**config.mk**
```make
export PLATFORM = sky130hd
export DESIGN_NAME = mips_boot_loader
export DESIGN_NICKNAME = d
export VERILOG_FILES = /design/src/rtl/mips_pkg.sv /design/src/rtl/mips_boot_loader_byte_to_word.sv /design/src/rtl/mips_boot_loader.sv
export SDC_FILE = /design/constraint.sdc
export NUM_CORES = 1
export LEC_CHECK = 0
export BUFFER_PORTS_ARGS = -buffer_cell sky130_fd_sc_hd__buf_2
export CELL_PAD_IN_SITES_DETAIL_PLACEMENT = 1
export CELL_PAD_IN_SITES_GLOBAL_PLACEMENT = 1
export CORE_ASPECT_RATIO = 1.1
export CORE_MARGIN = 1
export CORE_UTILIZATION = 45
export DETAILED_ROUTE_END_ITERATION = 8
export PLACE_DENSITY = 0.94
export SETUP_SLACK_MARGIN = 0.1
export SYNTH_ARGS = -nofsm -noshare
export SYNTH_HDL_FRONTEND = slang
export SYNTH_SLANG_ARGS = --single-unit
```
**constraint.sdc**
```tcl
create_clock -name clk -period 5.6 [get_ports clk]
set_input_delay 1.68 -clock clk [delete_from_list [all_inputs] [get_ports clk]]
set_output_delay 1.68 -clock clk [all_outputs]
set_load 0.005 [all_outputs]
```
**src/rtl/mips_pkg.sv**
```systemverilog
// mips_pkg: shared loader state encoding and word-shape constants
package mips_pkg;
  localparam int WORD_W = 32;
  localparam int BYTES_PER_WORD = 4;
  typedef enum logic [2:0] {HDR, LOAD, DRAIN, CHK, RUN, ERR} state_t;
endpackage

```
**src/rtl/mips_boot_loader_byte_to_word.sv**
```systemverilog
// byte_to_word: assembles big-endian words from accepted stream bytes
module byte_to_word
  import mips_pkg::*;
(
  input  logic              clk,
  input  logic              rst,
  input  logic              en,
  input  logic [7:0]        data,
  output logic              word_valid,
  output logic [WORD_W-1:0] word
);
  logic [1:0]        cnt;
  logic [WORD_W-9:0] sr;
  assign word_valid = en && cnt == 2'(BYTES_PER_WORD - 1);
  assign word = {sr, data};
  // Shift each accepted byte in below the earlier ones; reset drops a partial word
  always_ff @(posedge clk) begin
    if (rst) begin
      cnt <= '0;
      sr  <= '0;
    end else if (en) begin
      cnt <= cnt + 2'd1;
      sr  <= {sr[WORD_W-17:0], data};
    end
  end
endmodule

```
**src/rtl/mips_boot_loader.sv**
```systemverilog
// mips_boot_loader: byte-serial imem loader holding the core in reset; MIPS_BOOT_CHECKSUM_EN adds an XOR check word
module mips_boot_loader
  import mips_pkg::*;
#(
  parameter int ADDR_W = 10
) (
  input  logic              clk,
  input  logic              rst,
  input  logic              in_valid,
  input  logic [7:0]        in_data,
  output logic              in_ready,
  output logic              imem_we,
  output logic [ADDR_W-1:0] imem_addr,
  output logic [WORD_W-1:0] imem_wdata,
  output logic              cpu_rst,
  output logic              done,
  output logic              error
);
  localparam logic [WORD_W-1:0] cap = WORD_W'(1) << ADDR_W;
  state_t            state;
  logic [ADDR_W:0]   k;
  logic [ADDR_W:0]   n;
  logic              word_valid;
  logic [WORD_W-1:0] word;
  assign in_ready = !rst && (state == HDR || state == LOAD || state == CHK);
  byte_to_word u_b2w (
    .clk(clk),
    .rst(rst),
    .en(in_valid && in_ready),
    .data(in_data),
    .word_valid(word_valid),
    .word(word)
  );
`ifdef MIPS_BOOT_CHECKSUM_EN
  logic [WORD_W-1:0] xsum;
  // Running XOR of payload words, cleared while waiting for the header
  always_ff @(posedge clk) begin
    if (rst || state == HDR) xsum <= '0;
    else if (state == LOAD && word_valid) xsum <= xsum ^ word;
  end
`endif
  // Load sequencer; core release is registered from the RUN state so it trails DRAIN by a cycle
  always_ff @(posedge clk) begin
    if (rst) begin
      state      <= HDR;
      k          <= '0;
      n          <= '0;
      imem_we    <= 1'b0;
      imem_addr  <= '0;
      imem_wdata <= '0;
      cpu_rst    <= 1'b1;
      done       <= 1'b0;
      error      <= 1'b0;
    end else begin
      imem_we <= 1'b0;
      cpu_rst <= state != RUN;
      done    <= state == RUN;
      case (state)
        HDR: if (word_valid) begin
          if (word == '0) state <= DRAIN;
          else if (word > cap) begin
            state <= ERR;
            error <= 1'b1;
          end else begin
            state <= LOAD;
            n     <= word[ADDR_W:0];
          end
        end
        LOAD: if (word_valid) begin
          imem_we    <= 1'b1;
          imem_addr  <= k[ADDR_W-1:0];
          imem_wdata <= word;
          k          <= k + (ADDR_W+1)'(1);
          if (k + (ADDR_W+1)'(1) == n) state <= DRAIN;
        end
`ifdef MIPS_BOOT_CHECKSUM_EN
        DRAIN: state <= CHK;
        CHK: if (word_valid) begin
          if (word == xsum) state <= RUN;
          else begin
            state <= ERR;
            error <= 1'b1;
          end
        end
`else
        DRAIN: state <= RUN;
`endif
        default: ;
      endcase
    end
  end
endmodule

```
==> impl_metrics.ini <==
[run_status]
status = finished, final reports clean

[finish]
postLayoutCoreUtil_pct = 52.8
layout.nets = 551
final_area_um2 = 4460
final_common_cell = nand2_1
final_cell_mix = nand2_1 (149), dfxtp_1 (97), a21oi_1 (84), buf_2 (57), nor2_1 (20)
syn_to_final_growth_pct = 12.4
drive_gt1_share_pct = 15.7
antenna_cells = 0

[yosys]
avgSynthCellArea_um2 = 7.96
netlist_area_um2 = 3970
ys_seq_elements = 97
synth_warnings = 0
yosysUniqueCellTypes = 42
syn_nets = 512
postSynthCellCount = 499
ys_seq_area_share_pct = 48.9

[timing]
finalHoldViolations = 0
fmax_mhz = 251
skew_ns = 0.0176
slew_violations = 0
period_share_pct = 71.1
worst_pin_slew_ns = 1.18
slew_headroom_pct = 21.5
setup_viol = 0
timing.final.ws_setup_ns = 1.62
post-route-min-period_ns = 3.98
tns_ns = 0
rsz0062_at_grt = no

[clock_network]
post_cts_resized = 0
cts_hold_buf = 0
worstSkewPairLatency_ns = 0.38
tritoncts = yes
clock_path_buffers = 2
clk_pin_slew_ns = 0.09
htree_num_levels = 3
cts_inserted_buffers = 9
cts_sinks = 97
cts-root-buf = clkbuf_8
cts_setup_buffers = 0

[setup_path]
rr_startpoint = u_b2w.sr[0]
cp-end-kind = primary output
critPathKind = primary input to primary output
worstPathRequired_ns = 3.92
worstPathMaxFanout = 4
critPathLaunchType = primary input
arrival_ns = 2.30
r2r-end = n[8]
worst_r2r_path_depth = 6
r2r_slack_ns = 2.74

[detailed_routing]
vias_per_cell = 5.54
vias = 3617
avgRoutedWirePerCell_um = 16.8
first_pass_iters = 4
drt-initial-drc-count = 126
ant_nets = 0
wl_mm = 10.9
drc = 0

[global_route]
grt_util_met2_pct = 44.9
use_met3_pct = 4.15
grt_pass1_vias = 3655
grtUsageTotal_pct = 24.9
grt_overflow = 0
grtUsageMet1_pct = 28.6
grt_pass1_wl_mm = 17.9
grt.busiest_layer = met2
antenna_found_initial = 0
grt_max_degree = 94

[power]
power_density_nw_per_um2 = 275
leakage_nw = 1.66
peakVddDrop_uv = 179

[floorplanning]
io_pins = 58
rows = 35
die_area_um2 = 9210
fp.coreArea_um2 = 8450
fp.dieW_um = 91.6
die_h_um = 101
initial_core_util_pct = 47.0

[placed_design]
place_worst_setup_slack_ns = 1.32
globalplace.congestion = 0.811
place_area_um2 = 4280
io_buffers = 57
dpl.hpwl_mm = 7.42

[worst_hold_path]
min_to = imem_addr[5]
hold_depth = 2
worstHoldStart = imem_addr[5]
holdCritPathClass = flop to flop

[run]
drv_cap = 0
critical path: stages:
cell and delay [ns]:
buf_2 0.10, nor2_1 0.22, and2_1 0.19, buf_2 0.11
cell families after synthesis:
logic type / count (synthesis) / share of synthesized area (%)
simple gates: 226 / 25.0
buf+inv: 37 / 3.97
fa+ha+maj: 2 / 0.630
xor+xnor: 21 / 4.63
mux: 1 / 0.252
compound gates: 115 / 16.6
flops: 97 / 48.9
per-stage QoR:
stage / total power, mW / hold WS (ns) / cells
CTS: 1.23 / 0.463 / 653
floorplan: 0.784 / 0.440 / 499
global placement: 0.803 / 0.439 / 638
detailed placement: 0.806 / 0.449 / 638
finish: 1.23 / 0.459 / 653
global route: 1.27 / 0.476 / 653
state kept, by name, summed over array words and instances (netlist names):
signal and count:
n 11, imem_addr 10, k 11, imem_wdata 32, imem_we 1, u_b2w.cnt 2, cpu_rst 1, state 3
u_b2w.sr 24, done 1, error 1
synth_stat cells (all sizes together):
master	count	area share, %
nand2	149	14
dfxtp	97	49
a21oi	84	11
clkbuf	23	2.2
nor2	20	1.9
o21ai	20	2.5
nand3	18	2.5
xnor2	12	2.6
buf	10	1.4
nor4	9	1.6
xor2	9	2.0
nor3	6	0.76
nand4	5	0.79
inv	4	0.38
nand2b	4	0.63
or3	4	0.76
a2111oi	2	1.4
a31oi	2	0.32
and3	2	0.32
and3b	2	0.44
ha	2	0.63
nor2b	2	0.32
nor3b	2	0.38
o32ai	2	0.63
a31o	1	0.22
and2	1	0.16
and4	1	0.22
mux2i	1	0.25
o21ba	1	0.25
o21bai	1	0.19
o2bb2ai	1	0.22
o311a	1	0.25
or3b	1	0.22
report_power, final:
group | total, mW | switching, mW | internal [mW]
clock | 0.434 | 0.249 | 0.185
sequential | 0.709 | 0.0110 | 0.698
combinational | 0.0832 | 0.0586 | 0.0246
area by class of cell:
type,count,area (um^2)
Clock inverter,4,27.5
Clock buffer,11,151
Sequential cell,97,1940
Multi-Input combinational cell,365,1870
Timing Repair Buffer,61,315
Tap cell,111,139
Inverter,4,15.0
Fill cell,1060,3990
per-layer routing:
metal | vias to the layer above | wire length [um]
met4 | 0 | 229
met3 | 21 | 356
met5 | - | 0
li1 | 1748 | -
met1 | 1779 | 4600
met2 | 69 | 5760
worst max path at each step:
stage | endpoint | start | slack (ns)
after global placement | n[2] | in_data[2] | 1.50
after CTS | in_ready | rst | 1.63
after global routing | n[8] | in_data[0] | 1.49
after detailed placement | n[8] | in_data[0] | 1.32
final | in_ready | rst | 1.62
after floorplan | in_ready | rst | 1.93
Power figures use the tool's default switching activity.
